===== config.mk =====
export PLATFORM = sky130hd
export DESIGN_NAME = adat_o_feeder
export DESIGN_NICKNAME = d
export VERILOG_FILES = /design/src/rtl/adat_o_feeder.sv
export SDC_FILE = /design/constraint.sdc
export NUM_CORES = 1
export LEC_CHECK = 0
export BUFFER_PORTS_ARGS = -buffer_cell sky130_fd_sc_hd__buf_2
export CORE_MARGIN = 2
export CORE_UTILIZATION = 54
export CTS_BUF_LIST = sky130_fd_sc_hd__clkbuf_2 sky130_fd_sc_hd__clkbuf_4 sky130_fd_sc_hd__clkbuf_8
export CTS_CLUSTER_SIZE = 10
export DETAILED_ROUTE_END_ITERATION = 8
export GPL_TIMING_DRIVEN = 0
export PLACE_DENSITY = 0.87
export SYNTH_ARGS = -nofsm -noshare
export SYNTH_HDL_FRONTEND = slang
export SYNTH_SLANG_ARGS = --single-unit
export TNS_END_PERCENT = 50

===== constraint.sdc =====
create_clock -name master_bclk -period 4.1 [get_ports master_bclk]
set_clock_uncertainty 0.05 [all_clocks]
set_input_delay 0.615 -clock master_bclk [delete_from_list [all_inputs] [get_ports master_bclk]]
set_output_delay 0.615 -clock master_bclk [all_outputs]
set_load 0.01 [all_outputs]

===== src/rtl/adat_o_feeder.sv =====
// ADAT output feeder: reads one frame of samples from the sample RAM per frame_start and streams them as addr/data/valid.
// Optional TPDF dither on the output words is compiled in with `define ADAT_O_FEED_DITHER_EN.
module adat_o_feeder #(
  parameter int          ADAT_OUTPUTS = 1,
  parameter logic [7:0]  RAM_BASE     = 8'h00
) (
  input  logic        master_bclk,
  input  logic        reset,
  input  logic        frame_start,
  output logic        ram_rd_en,
  output logic [7:0]  ram_rd_addr,
  input  logic [31:0] ram_q,
  output logic [7:0]  addr,
  output logic [31:0] data,
  output logic        valid,
  output logic        frame_done,
  output logic        overrun
);

  localparam int         N    = 8 * ADAT_OUTPUTS;
  localparam logic [7:0] LAST = 8'(N - 1);

  typedef enum logic [1:0] {IDLE, READ, DRAIN, DONE} state_t;

  state_t      state_q, state_d;
  logic [7:0]  rd_cnt_q, rd_cnt_d;
  logic        rd_en_q, rd_en_d;
  logic [7:0]  rd_addr_q, rd_addr_d;
  logic        drain_q, drain_d;
  logic        frame_done_q, frame_done_d;
  logic        overrun_q, overrun_d;
  logic        rd_en_p_q, rd_en_p_d;
  logic [7:0]  rd_cnt_p_q, rd_cnt_p_d;
  logic        valid_q, valid_d;
  logic [7:0]  addr_q, addr_d;
  logic [31:0] data_q, data_d;
  logic [31:0] word;

  always_comb begin
    state_d      = state_q;
    rd_cnt_d     = rd_cnt_q;
    rd_en_d      = 1'b0;
    rd_addr_d    = rd_addr_q;
    drain_d      = drain_q;
    frame_done_d = 1'b0;
    overrun_d    = overrun_q;
    unique case (state_q)
      IDLE, DONE: begin
        // A frame_start coinciding with frame_done starts the next frame at once.
        if (frame_start) begin
          state_d   = READ;
          rd_cnt_d  = 8'd0;
          rd_en_d   = 1'b1;
          rd_addr_d = RAM_BASE;
        end else begin
          state_d = IDLE;
        end
      end
      READ: begin
        if (frame_start) overrun_d = 1'b1;
        if (rd_cnt_q == LAST) begin
          state_d = DRAIN;
          drain_d = 1'b0;
        end else begin
          rd_cnt_d  = rd_cnt_q + 8'd1;
          rd_en_d   = 1'b1;
          rd_addr_d = RAM_BASE + rd_cnt_q + 8'd1;
        end
      end
      DRAIN: begin
        if (frame_start) overrun_d = 1'b1;
        if (drain_q) begin
          state_d      = DONE;
          frame_done_d = 1'b1;
        end else begin
          drain_d = 1'b1;
        end
      end
      default: state_d = IDLE;
    endcase

    // ram_q lines up with the read issued one cycle earlier, hence the delayed index.
    rd_en_p_d  = rd_en_q;
    rd_cnt_p_d = rd_cnt_q;
    valid_d    = rd_en_p_q;
    addr_d     = rd_en_p_q ? rd_cnt_p_q : addr_q;
    data_d     = rd_en_p_q ? word : data_q;
  end

`ifdef ADAT_O_FEED_DITHER_EN
  logic [31:0] lfsr1_q, lfsr1_d, lfsr2_q, lfsr2_d;
  logic [9:0]  noise;
  logic [32:0] sum;
  logic [31:0] sat;

  function automatic logic [31:0] lfsr_step(input logic [31:0] r);
    return {r[30:0], r[31] ^ r[21] ^ r[1] ^ r[0]};
  endfunction

  always_comb begin
    noise = {2'b00, lfsr1_q[7:0]} + {2'b00, lfsr2_q[7:0]} - 10'd255;
    sum   = {ram_q[31], ram_q} + {{23{noise[9]}}, noise};
    if (sum[32] != sum[31]) sat = sum[32] ? 32'h8000_0000 : 32'h7FFF_FFFF;
    else                    sat = sum[31:0];
    word    = sat & 32'hFFFF_FF00;
    lfsr1_d = rd_en_p_q ? lfsr_step(lfsr1_q) : lfsr1_q;
    lfsr2_d = rd_en_p_q ? lfsr_step(lfsr2_q) : lfsr2_q;
  end

  always_ff @(posedge master_bclk) begin
    if (reset) begin
      lfsr1_q <= 32'h0000_0001;
      lfsr2_q <= 32'hACE1_2468;
    end else begin
      lfsr1_q <= lfsr1_d;
      lfsr2_q <= lfsr2_d;
    end
  end
`else
  assign word = ram_q;
`endif

  // NOTE: state is updated only with non-blocking assignments so every flop samples pre-edge values.
  always_ff @(posedge master_bclk) begin
    if (reset) begin
      state_q      <= IDLE;
      rd_cnt_q     <= 8'd0;
      rd_en_q      <= 1'b0;
      rd_addr_q    <= 8'd0;
      drain_q      <= 1'b0;
      frame_done_q <= 1'b0;
      overrun_q    <= 1'b0;
      rd_en_p_q    <= 1'b0;
      rd_cnt_p_q   <= 8'd0;
      valid_q      <= 1'b0;
      addr_q       <= 8'd0;
      data_q       <= 32'd0;
    end else begin
      state_q      <= state_d;
      rd_cnt_q     <= rd_cnt_d;
      rd_en_q      <= rd_en_d;
      rd_addr_q    <= rd_addr_d;
      drain_q      <= drain_d;
      frame_done_q <= frame_done_d;
      overrun_q    <= overrun_d;
      rd_en_p_q    <= rd_en_p_d;
      rd_cnt_p_q   <= rd_cnt_p_d;
      valid_q      <= valid_d;
      addr_q       <= addr_d;
      data_q       <= data_d;
    end
  end

  assign ram_rd_en   = rd_en_q;
  assign ram_rd_addr = rd_addr_q;
  assign addr        = addr_q;
  assign data        = data_q;
  assign valid       = valid_q;
  assign frame_done  = frame_done_q;
  assign overrun     = overrun_q;

endmodule


==> flow_summary.toml, run 1 <==
[clock_tree]
cts_post_setup_buffers_inserted = 0
clk_pin_slew_ps = 70
cts_num_sinks = 64
cts_resized = 0
cts_buffer_depth = 2
cts_tree = "done"
clk-insertion-delay-late_ps = 330
cts_root_buf = "clkbuf_8"
hold_buffers = 0
cts_max_level = 3
numCtsBuffers = 9

[finish]
final_cells = 381
drive_gt1_share_pct = 33.53
area_growth_pct = 28.84
final-seq-area_mm2 = 0.001281
fillers = 318
antenna_cells = 0
nets = 365
multi_input_area_um2 = 983.4

[logic_synthesis]
synth_top_family_by_area = "multiplexers"
synth_edf_count = 0
async_flop_share_pct = 0
synth_top_area_cell = "dfxtp_1"
synth_cells = 230
ys_top_cells_by_area = "dfxtp_1 55%, mux2i_1 17%, nor2_1 7.9%"
synth_fp_nets = 268
syn_area_mm2 = 0.002338
yosysWarnings = 0
yosys.cell_count.top_type = "dfxtp_1"
synthFlopType = "dfxtp_1"
synthXorXnorAreaFrac_pct = 1.124
synthDistinctLibCells = 31
synth_fa_ha_area_share_pct = 1.605
synth_seq_cells = 64
synth_compound_area_share_pct = 4.655
syn-mean-instance-area_um2 = 10.17
yosysTopAreaCellShare_pct = 54.79
ys_seq_area_share_pct = 54.79
ys_top_cells_by_count = "64 x dfxtp_1, 49 x nor2_1, 40 x mux2i_1, 10 x nand2_1, 8 x nor2b_1"
synthSimpleGateAreaFrac_pct = 16.48
synth.mux.area_fraction_pct = 18.19

[worst_setup_path]
r2r_slack_ps = 2160
crit_path_start = "state_q[0]"
cp_num_buf_inv = 1
critPathTopFamily = "compound AO/OA/AOI/OAI gates"
worstSetupPathType = "flop to flop"
worst_ep_arrival_time_ps = 2170
crit_cells = 6
crit_fanout = 9
start_kind = "flop"
crit_path_end_kind = "flop"
r2r_end = "ram_rd_addr[2]"
max_stage_delay_ps = 490
crit_slowest_cell = "mux2i_2"
r2r_start = "state_q[0]"
crit_end = "ram_rd_addr[2]"
ff2ff_path_depth = 6
required_ps = 4330
crit_chain = "inv_1 -> ha_1 -> mux2i_2 -> a31oi_1 -> a211oi_1 -> a31o_1"

[placed_design]
portBuffers = 86
routabilityCongestion = 0.7863
hpwlAfterDp_um = 3577
dpl.cell_count = 366

[drt]
wl_per_cell_um = 13.17
vias_per_cell = 5.076
dr_total_vias = 1934
wirelength_um = 5016
drt_iter0_drc = 66
drtAntennaViolNets = 0
route.detailed.drc = 0
first_pass_iters = 4

[die]
start_util_pct = 57.23
pin_count = 87
dieArea_mm2 = 0.004873
core-area_mm2 = 0.004086
row_count = 23
dieHeight_um = 69.81
die_w_um = 69.81

[global_routing]
grt_start_max_net_pins = 11
track_usage_pct = 21.28
grt_pass1_vias = 1845
grt_pass1_wl_um = 8245
overflow = 0
antenna_found_initial = 0

[timing]
hold_viol = 0
timing.final.crit_share_pct = 47.26
finalSetupTns_ps = 0
period_minus_slack_ps = 1938
fmax_mhz = 516.1
slew_headroom_pct = 67.50
tightest_slew_ps = 478.0
rsz0062_at_grt = "no"
report.final.setup_viol = 0
slew_viol_final = 0

[outcome]
outcome = "finished, final reports clean"

[hold_path]
hp-class = "flop to flop"

[run]
cap_viol_max_count = 0

[power_and_ir_drop]
powerDensity_mw_per_mm2 = 512.8
p_leak_nw = 1.372
ir_drop_mv = 0.4453
## through the flow
step	hold WS [ps]	total power, W	utilization [%]	worst slack [ps]	cell area, µm²
5_1_grt	422.7	0.001619	73.73	2003	3013
3_3_place_gp	395.1	0.001049	69.29	2233	2831
3_5_place_dp	410.0	0.001064	69.29	2173	2831
6_report	412.4	0.001545	73.73	2162	3013
2_1_floorplan	380.6	0.0009571	-	2368	2338
4_1_cts	413.6	0.001555	73.73	2172	3013
## cell type report
type / instances / area share, %
repair buffers: 86 / 14.29
inverters: 6 / 0.7475
flip-flops and latches: 64 / 42.52
well taps: 50 / 2.076
multi-input cells: 148 / 32.64
plain buffers: 12 / 1.703
clock buffers: 15 / 6.022
## worst register-to-register path: cells and delay by family (launching register included)
family / cells / cell delay [ps]
AO/OA/AOI/OAI: 3 / 560
multiplexers: 1 / 490
adder cells (fa/ha/maj): 1 / 380
flip-flops: 1 / 350
buffers and inverters: 1 / 50
## worst min-delay path by stage
stage / startpoint / endpoint / slack (ps) / cells past startpoint
global placement: rd_cnt_p_q[4] / addr[4] / 400 / 2
global route: ram_rd_en / rd_en_p_q / 420 / 1
finish: ram_rd_en / rd_en_p_q / 410 / 1
CTS: ram_rd_en / rd_en_p_q / 410 / 1
floorplan: drain_q / frame_done / 380 / 2
detailed placement: ram_rd_en / rd_en_p_q / 410 / 1
## logic make-up (layout without fill, tap and decap cells)
logic type,count (synthesis),after routing
buffers and inverters,18,119
adders and majority gates,3,3
AOI/OAI and AO/OA,17,17
muxes,42,42
xor gates and xnor gates,3,3
DFF,64,64
and+or+nand+nor,83,83
## metal layers
metal  up-vias  wire length [µm]  track usage, %
met5         -                 0               0
met2        55              2550           37.57
met4         0                88           8.547
met1       909              2123           23.51
met3         7               253           6.831
li1        963                 -               -
## registers in the layout (all words and copies together), names as in the netlist
name	count
data	32
addr	8
ram_rd_addr	8
rd_cnt_p_q	8
state_q	2
drain_q	1
frame_done	1
overrun	1
ram_rd_en	1
rd_en_p_q	1
valid	1
## power by group
group	switching [W]	total, W	internal, W
combinational	0.000187	0.000337	0.000150
clock	0.000217	0.000494	0.000277
sequential	0.0000319	0.000714	0.000682
total	0.000436	0.00155	0.00111
## cells in the final DEF (no fill, tap or decap), types with 5 or more instances in the layout
cell	synthesis	final
nor2_1	49	49
nor2b_1	8	8
inv_1	6	6
mux2i_1	40	40
dfxtp_1	64	64
buf_2	5	91
nand2_1	10	10
a21oi_1	6	6
clkbuf_1	5	5
clkbuf_8	0	11
No activity file was read; power rests on OpenSTA's default activity.
==> run 2, diff against run 1 <==
--- a/config.mk
+++ b/config.mk
@@ -7,12 +7,12 @@
 export LEC_CHECK = 0
 export BUFFER_PORTS_ARGS = -buffer_cell sky130_fd_sc_hd__buf_2
 export CORE_MARGIN = 2
-export CORE_UTILIZATION = 54
+export CORE_UTILIZATION = 50
 export CTS_BUF_LIST = sky130_fd_sc_hd__clkbuf_2 sky130_fd_sc_hd__clkbuf_4 sky130_fd_sc_hd__clkbuf_8
 export CTS_CLUSTER_SIZE = 10
 export DETAILED_ROUTE_END_ITERATION = 8
 export GPL_TIMING_DRIVEN = 0
-export PLACE_DENSITY = 0.87
+export PLACE_DENSITY = 0.82
 export SYNTH_ARGS = -nofsm -noshare
 export SYNTH_HDL_FRONTEND = slang
 export SYNTH_SLANG_ARGS = --single-unit
==> constraint.sdc (replaced) <==
create_clock -name master_bclk -period 1.8 [get_ports master_bclk]
set_clock_uncertainty 0.05 [all_clocks]
set_input_delay 0.27 -clock master_bclk [delete_from_list [all_inputs] [get_ports master_bclk]]
set_output_delay 0.27 -clock master_bclk [all_outputs]
set_load 0.01 [all_outputs]
==> flow_summary.toml, run 2 (synthesis gave the netlist of run 1 again) <==
[timing]
report.final.setup_viol = 0
slew_viol_final = 0
slew_headroom_pct = 67.41
fmax_mhz = 573.2
period_minus_slack_ps = 1745
hold_viol = 0
whs_ps = 120.1
tightest_slew_ps = 488.8
timing.final.crit_share_pct = 96.92

[clock_tree]
clk_pin_slew_ps = 70
cts_num_sinks = 64
cts_tree = "done"
cts_root_buf = "clkbuf_8"
cts_max_level = 3
numCtsBuffers = 9
cts_buffer_depth = 2
clk-insertion-delay-late_ps = 330

[die]
dieArea_mm2 = 0.005240
dieHeight_um = 72.39
core-area_mm2 = 0.004444
die_w_um = 72.39
pin_count = 87
row_count = 24
start_util_pct = 52.62

[finish]
layout_common_cells = "91 x buf_2, 62 x dfxtp_1, 49 x nor2_1"
fillers = 336
final_cells = 385
area_growth_pct = 34.40
largest_register_ffs = 32
drive_gt1_share_pct = 36.94
nets = 366
antenna_cells = 0
layout_commonest_cell = "buf_2"

[drt]
drt_iter0_drc = 63
vias_per_cell = 5.021
wl_per_cell_um = 13.32
first_pass_iters = 4
route.detailed.drc = 0
wirelength_um = 5128
drtAntennaViolNets = 0
dr_total_vias = 1933

[placed_design]
portBuffers = 86
routabilityCongestion = 0.8104
dpl.cell_count = 368
hpwlAfterDp_um = 3611

[hold_path]
hold_path_end = "data[31]"
worstHoldPathCells = 3
worstHoldStart = "ram_q[31]"
hp-class = "primary input to flop"

[global_routing]
grt_start_max_net_pins = 12
grt_pass1_wl_um = 8369
overflow = 0
gr-usage-met1_pct = 24.05
grt_util_met3_pct = 4.306
antenna_found_initial = 0
track_usage_pct = 20.99
grt_pass1_vias = 1845
grt_use_met2_pct = 36.29
busiest_layer = "met2"

[worst_setup_path]
worstSetupPathType = "flop to flop"
crit_cells = 5
start_kind = "flop"
crit_chain = "inv_1 -> ha_4 -> mux2i_4 -> or4b_1 -> a21oi_1"
cp_num_buf_inv = 1
critPathTopFamily = "simple AND/OR/NAND/NOR gates"
r2r_slack_ps = 60
r2r_end = "ram_rd_addr[3]"
crit_slowest_cell = "or4b_1"
ff2ff_path_depth = 5
crit_fanout = 8
max_stage_delay_ps = 530
required_ps = 2010
crit_path_end_kind = "flop"
r2r_start = "state_q[0]"
worst_ep_arrival_time_ps = 1960

[power_and_ir_drop]
ir_drop_mv = 0.6718
powerDensity_mw_per_mm2 = 1246
p_leak_nw = 1.399
power_w = 0.003917

[run]
cap_viol_max_count = 0

[outcome]
outcome = "finished, final reports clean"
-- run 2: changes by cell type in the layout (fill, tap and decap cells not counted), sizes merged --
cell      previous run  this run
clkinv               0         1
clkinvlp             0         1
clkbuf              20        17
buf                 93        94
bufinv               0         2
-- run 2: worst max-delay path by stage --
stage          slack (ps)              to       start
2_1_floorplan          70  ram_rd_addr[1]  state_q[0]
6_report               60  ram_rd_addr[3]  state_q[0]
4_1_cts                50  ram_rd_addr[3]  state_q[0]
3_5_place_dp         -170  ram_rd_addr[2]  state_q[0]
5_1_grt                -4  ram_rd_addr[3]  state_q[0]
3_3_place_gp          -80  ram_rd_addr[1]  state_q[0]
-- run 2: power breakdown --
part | internal, W | switching, W
clock | 0.000874 | 0.000538
combinational | 0.000405 | 0.000467
sequential | 0.00156 | 0.0000758
total | 0.00284 | 0.00108
-- run 2: layout make-up --
class | instances | area, µm² | share of cell area, %
clock inverter | 4 | 76.32 | 2.428
clock buffer | 12 | 158.9 | 5.056
buffer | 12 | 51.30 | 1.632
inverter | 6 | 22.52 | 0.7166
multi-input combinational | 148 | 1047 | 33.32
tap | 52 | 65.06 | 2.070
sequential | 64 | 1284 | 40.84
timing repair buffer | 87 | 437.9 | 13.93
-- run 2: routing by layer --
metal  routed length, µm  vias to the layer above
li1                    -                      968
met1                2193                      898
met2                2610                       61
met3                 257                        6
met4                  67                        0
met5                   0                        -
-- run 2: what timing repair did --
action	in CTS	in global routing
gates resized for setup	6	7
gates cloned	0	0
hold buffers	0	0
setup buffers	1	0
pin swaps	0	1
endpoints found under the setup margin	6	5
-- run 2: worst min-delay path, stage by stage --
cell	delay (ps)
buf_2	80
mux2i_1	50
nor2_1	70
-- run 2: metrics by stage --
stage                     util (%)  TNS (ps)  cell area [µm²]  setup WS [ps]
after global routing         70.72    -4.436             3143         -4.436
after detailed placement     63.77    -404.2             2834         -168.1
after CTS                    70.13         0             3117          52.88
final                        70.72         0             3143          55.41
after global placement       63.77    -157.5             2834         -81.90
after floorplan                  -         0             2338          68.41
==> run 3, diff against run 2 <==
--- a/config.mk
+++ b/config.mk
@@ -13,6 +13,7 @@
 export DETAILED_ROUTE_END_ITERATION = 8
 export GPL_TIMING_DRIVEN = 0
 export PLACE_DENSITY = 0.82
+export RECOVER_POWER = 100
 export SYNTH_ARGS = -nofsm -noshare
 export SYNTH_HDL_FRONTEND = slang
 export SYNTH_SLANG_ARGS = --single-unit
==> flow_summary.toml, run 3 (synthesis gave the netlist of run 1 again) <==
[finish]
largest_register_ffs = 32
fillers = 372
final-seq-area_mm2 = 0.001284
multi_input_area_mm2 = 0.001047
layout_commonest_cell = "dfxtp_1"
drive_gt1_share_pct = 20.42
area_growth_pct = 31.46
antenna_cells = 0
layout_common_cells = "62 x dfxtp_1, 61 x clkbuf_1, 49 x nor2_1"
nets = 366

[drt]
wl_per_cell_um = 13.45
vias_per_cell = 5.000
drtAntennaViolNets = 0
dr_total_vias = 1925
wirelength_um = 5177
first_pass_iters = 4
route.detailed.drc = 0
drt_iter0_drc = 68

[worst_setup_path]
required_ps = 2010
start_kind = "flop"
crit_path_end_kind = "flop"
ff2ff_path_depth = 5
worst_ep_arrival_time_ps = 1960
r2r_end = "ram_rd_addr[3]"
r2r_start = "state_q[0]"
r2r_slack_ps = 50
crit_fanout = 8
worstSetupPathType = "flop to flop"

[global_routing]
grt_use_met2_pct = 36.29
gr-usage-met1_pct = 24.05
busiest_layer = "met2"
track_usage_pct = 20.99
grt_pass1_wl_um = 8369
overflow = 0
grt_start_max_net_pins = 12
grt_pass1_vias = 1845
grt_util_met3_pct = 4.306
antenna_found_initial = 0

[die]
dieArea_mm2 = 0.005240
dieHeight_um = 72.39
die_w_um = 72.39
row_count = 24
start_util_pct = 52.62
pin_count = 87
core-area_mm2 = 0.004444

[hold_path]
hp-class = "primary input to flop"
worstHoldStart = "ram_q[31]"
worstHoldPathCells = 3
hold_path_end = "data[31]"

[timing]
finalSetupTns_ps = 0
timing.final.crit_share_pct = 97.23
period_minus_slack_ps = 1750
fmax_mhz = 571.4
hold_viol = 0
report.final.setup_viol = 0
slew_headroom_pct = 54.90
whs_ps = 117.6
slew_viol_final = 0
tightest_slew_ps = 676.4

[placed_design]
routabilityCongestion = 0.8104
hpwlAfterDp_um = 3611
portBuffers = 86

[clock_tree]
cts_buffer_depth = 2
cts_tree = "done"
cts_root_buf = "clkbuf_8"
clk-insertion-delay-late_ps = 330
numCtsBuffers = 9
clk_pin_slew_ps = 70
cts_num_sinks = 64
cts_max_level = 3

[run]
cap_viol_max_count = 0

[power_and_ir_drop]
p_leak_nw = 1.163
powerDensity_mw_per_mm2 = 1268
ir_drop_mv = 0.6678

[outcome]
outcome = "finished, final reports clean"
## run 3: cell count changes in the layout (fill, tap and decap cells not counted)
cell | previous run | this run
buf_1 | 2 | 1
buf_2 | 91 | 34
clkbuf_2 | 0 | 2
clkbuf_1 | 5 | 61
## run 3: area by class of cell
class | instances | area share (%)
sequential | 64 | 41.76
multi-input combinational | 148 | 34.07
timing repair buffer | 87 | 12.09
clock buffer | 12 | 5.169
clock inverter | 4 | 2.483
tap | 52 | 2.116
buffer | 12 | 1.587
inverter | 6 | 0.7326
## run 3: critical path, stage by stage (launching register included)
cell and delay (ps):
dfxtp_2 350, inv_1 80, ha_4 270, mux2i_4 240
or4b_1 530, a21oi_1 150
## run 3: worst max path at each step
stage,from,slack [ps],end
after global routing,state_q[0],-4,ram_rd_addr[3]
after global placement,state_q[0],-80,ram_rd_addr[1]
final,state_q[0],50,ram_rd_addr[3]
after detailed placement,state_q[0],-170,ram_rd_addr[2]
after CTS,state_q[0],50,ram_rd_addr[3]
after floorplan,state_q[0],70,ram_rd_addr[1]
## run 3: through the flow
step                      total power [W]  cell area, µm²  setup slack [ps]  cells  utilization, %
after floorplan                  0.002180            2338             68.41    230               -
after global placement           0.002393            2834            -81.90    368           63.77
after detailed placement         0.002424            2834            -168.1    368           63.77
after CTS                        0.003925            3117             52.88    385           70.13
after global routing             0.004081            3074            -4.436    385           69.17
final                            0.003899            3074             49.90    385           69.17
## run 3: what timing repair did
action,4_1_cts,5_1_grt
hold buffers,0,0
setup endpoints to repair,6,5
hold endpoints to repair,0,0
setup buffers,1,0
pin swaps,0,1
gates resized for setup,6,7
## run 3: where the power goes
group,internal [W],total [W],leakage (nW),switching (W)
registers,0.00156,0.00164,0.519,0.0000801
logic,0.000376,0.000845,0.528,0.000469
clock network,0.000873,0.00142,0.116,0.000543
total,0.00281,0.00390,1.16,0.00109
## run 3: routing by layer
| layer | vias up | share of wire (%) |
|---|---|---|
| li1 | 970 | - |
| met1 | 885 | 43 |
| met2 | 63 | 50 |
| met3 | 7 | 6.2 |
| met4 | 0 | 1.4 |
| met5 | - | 0 |
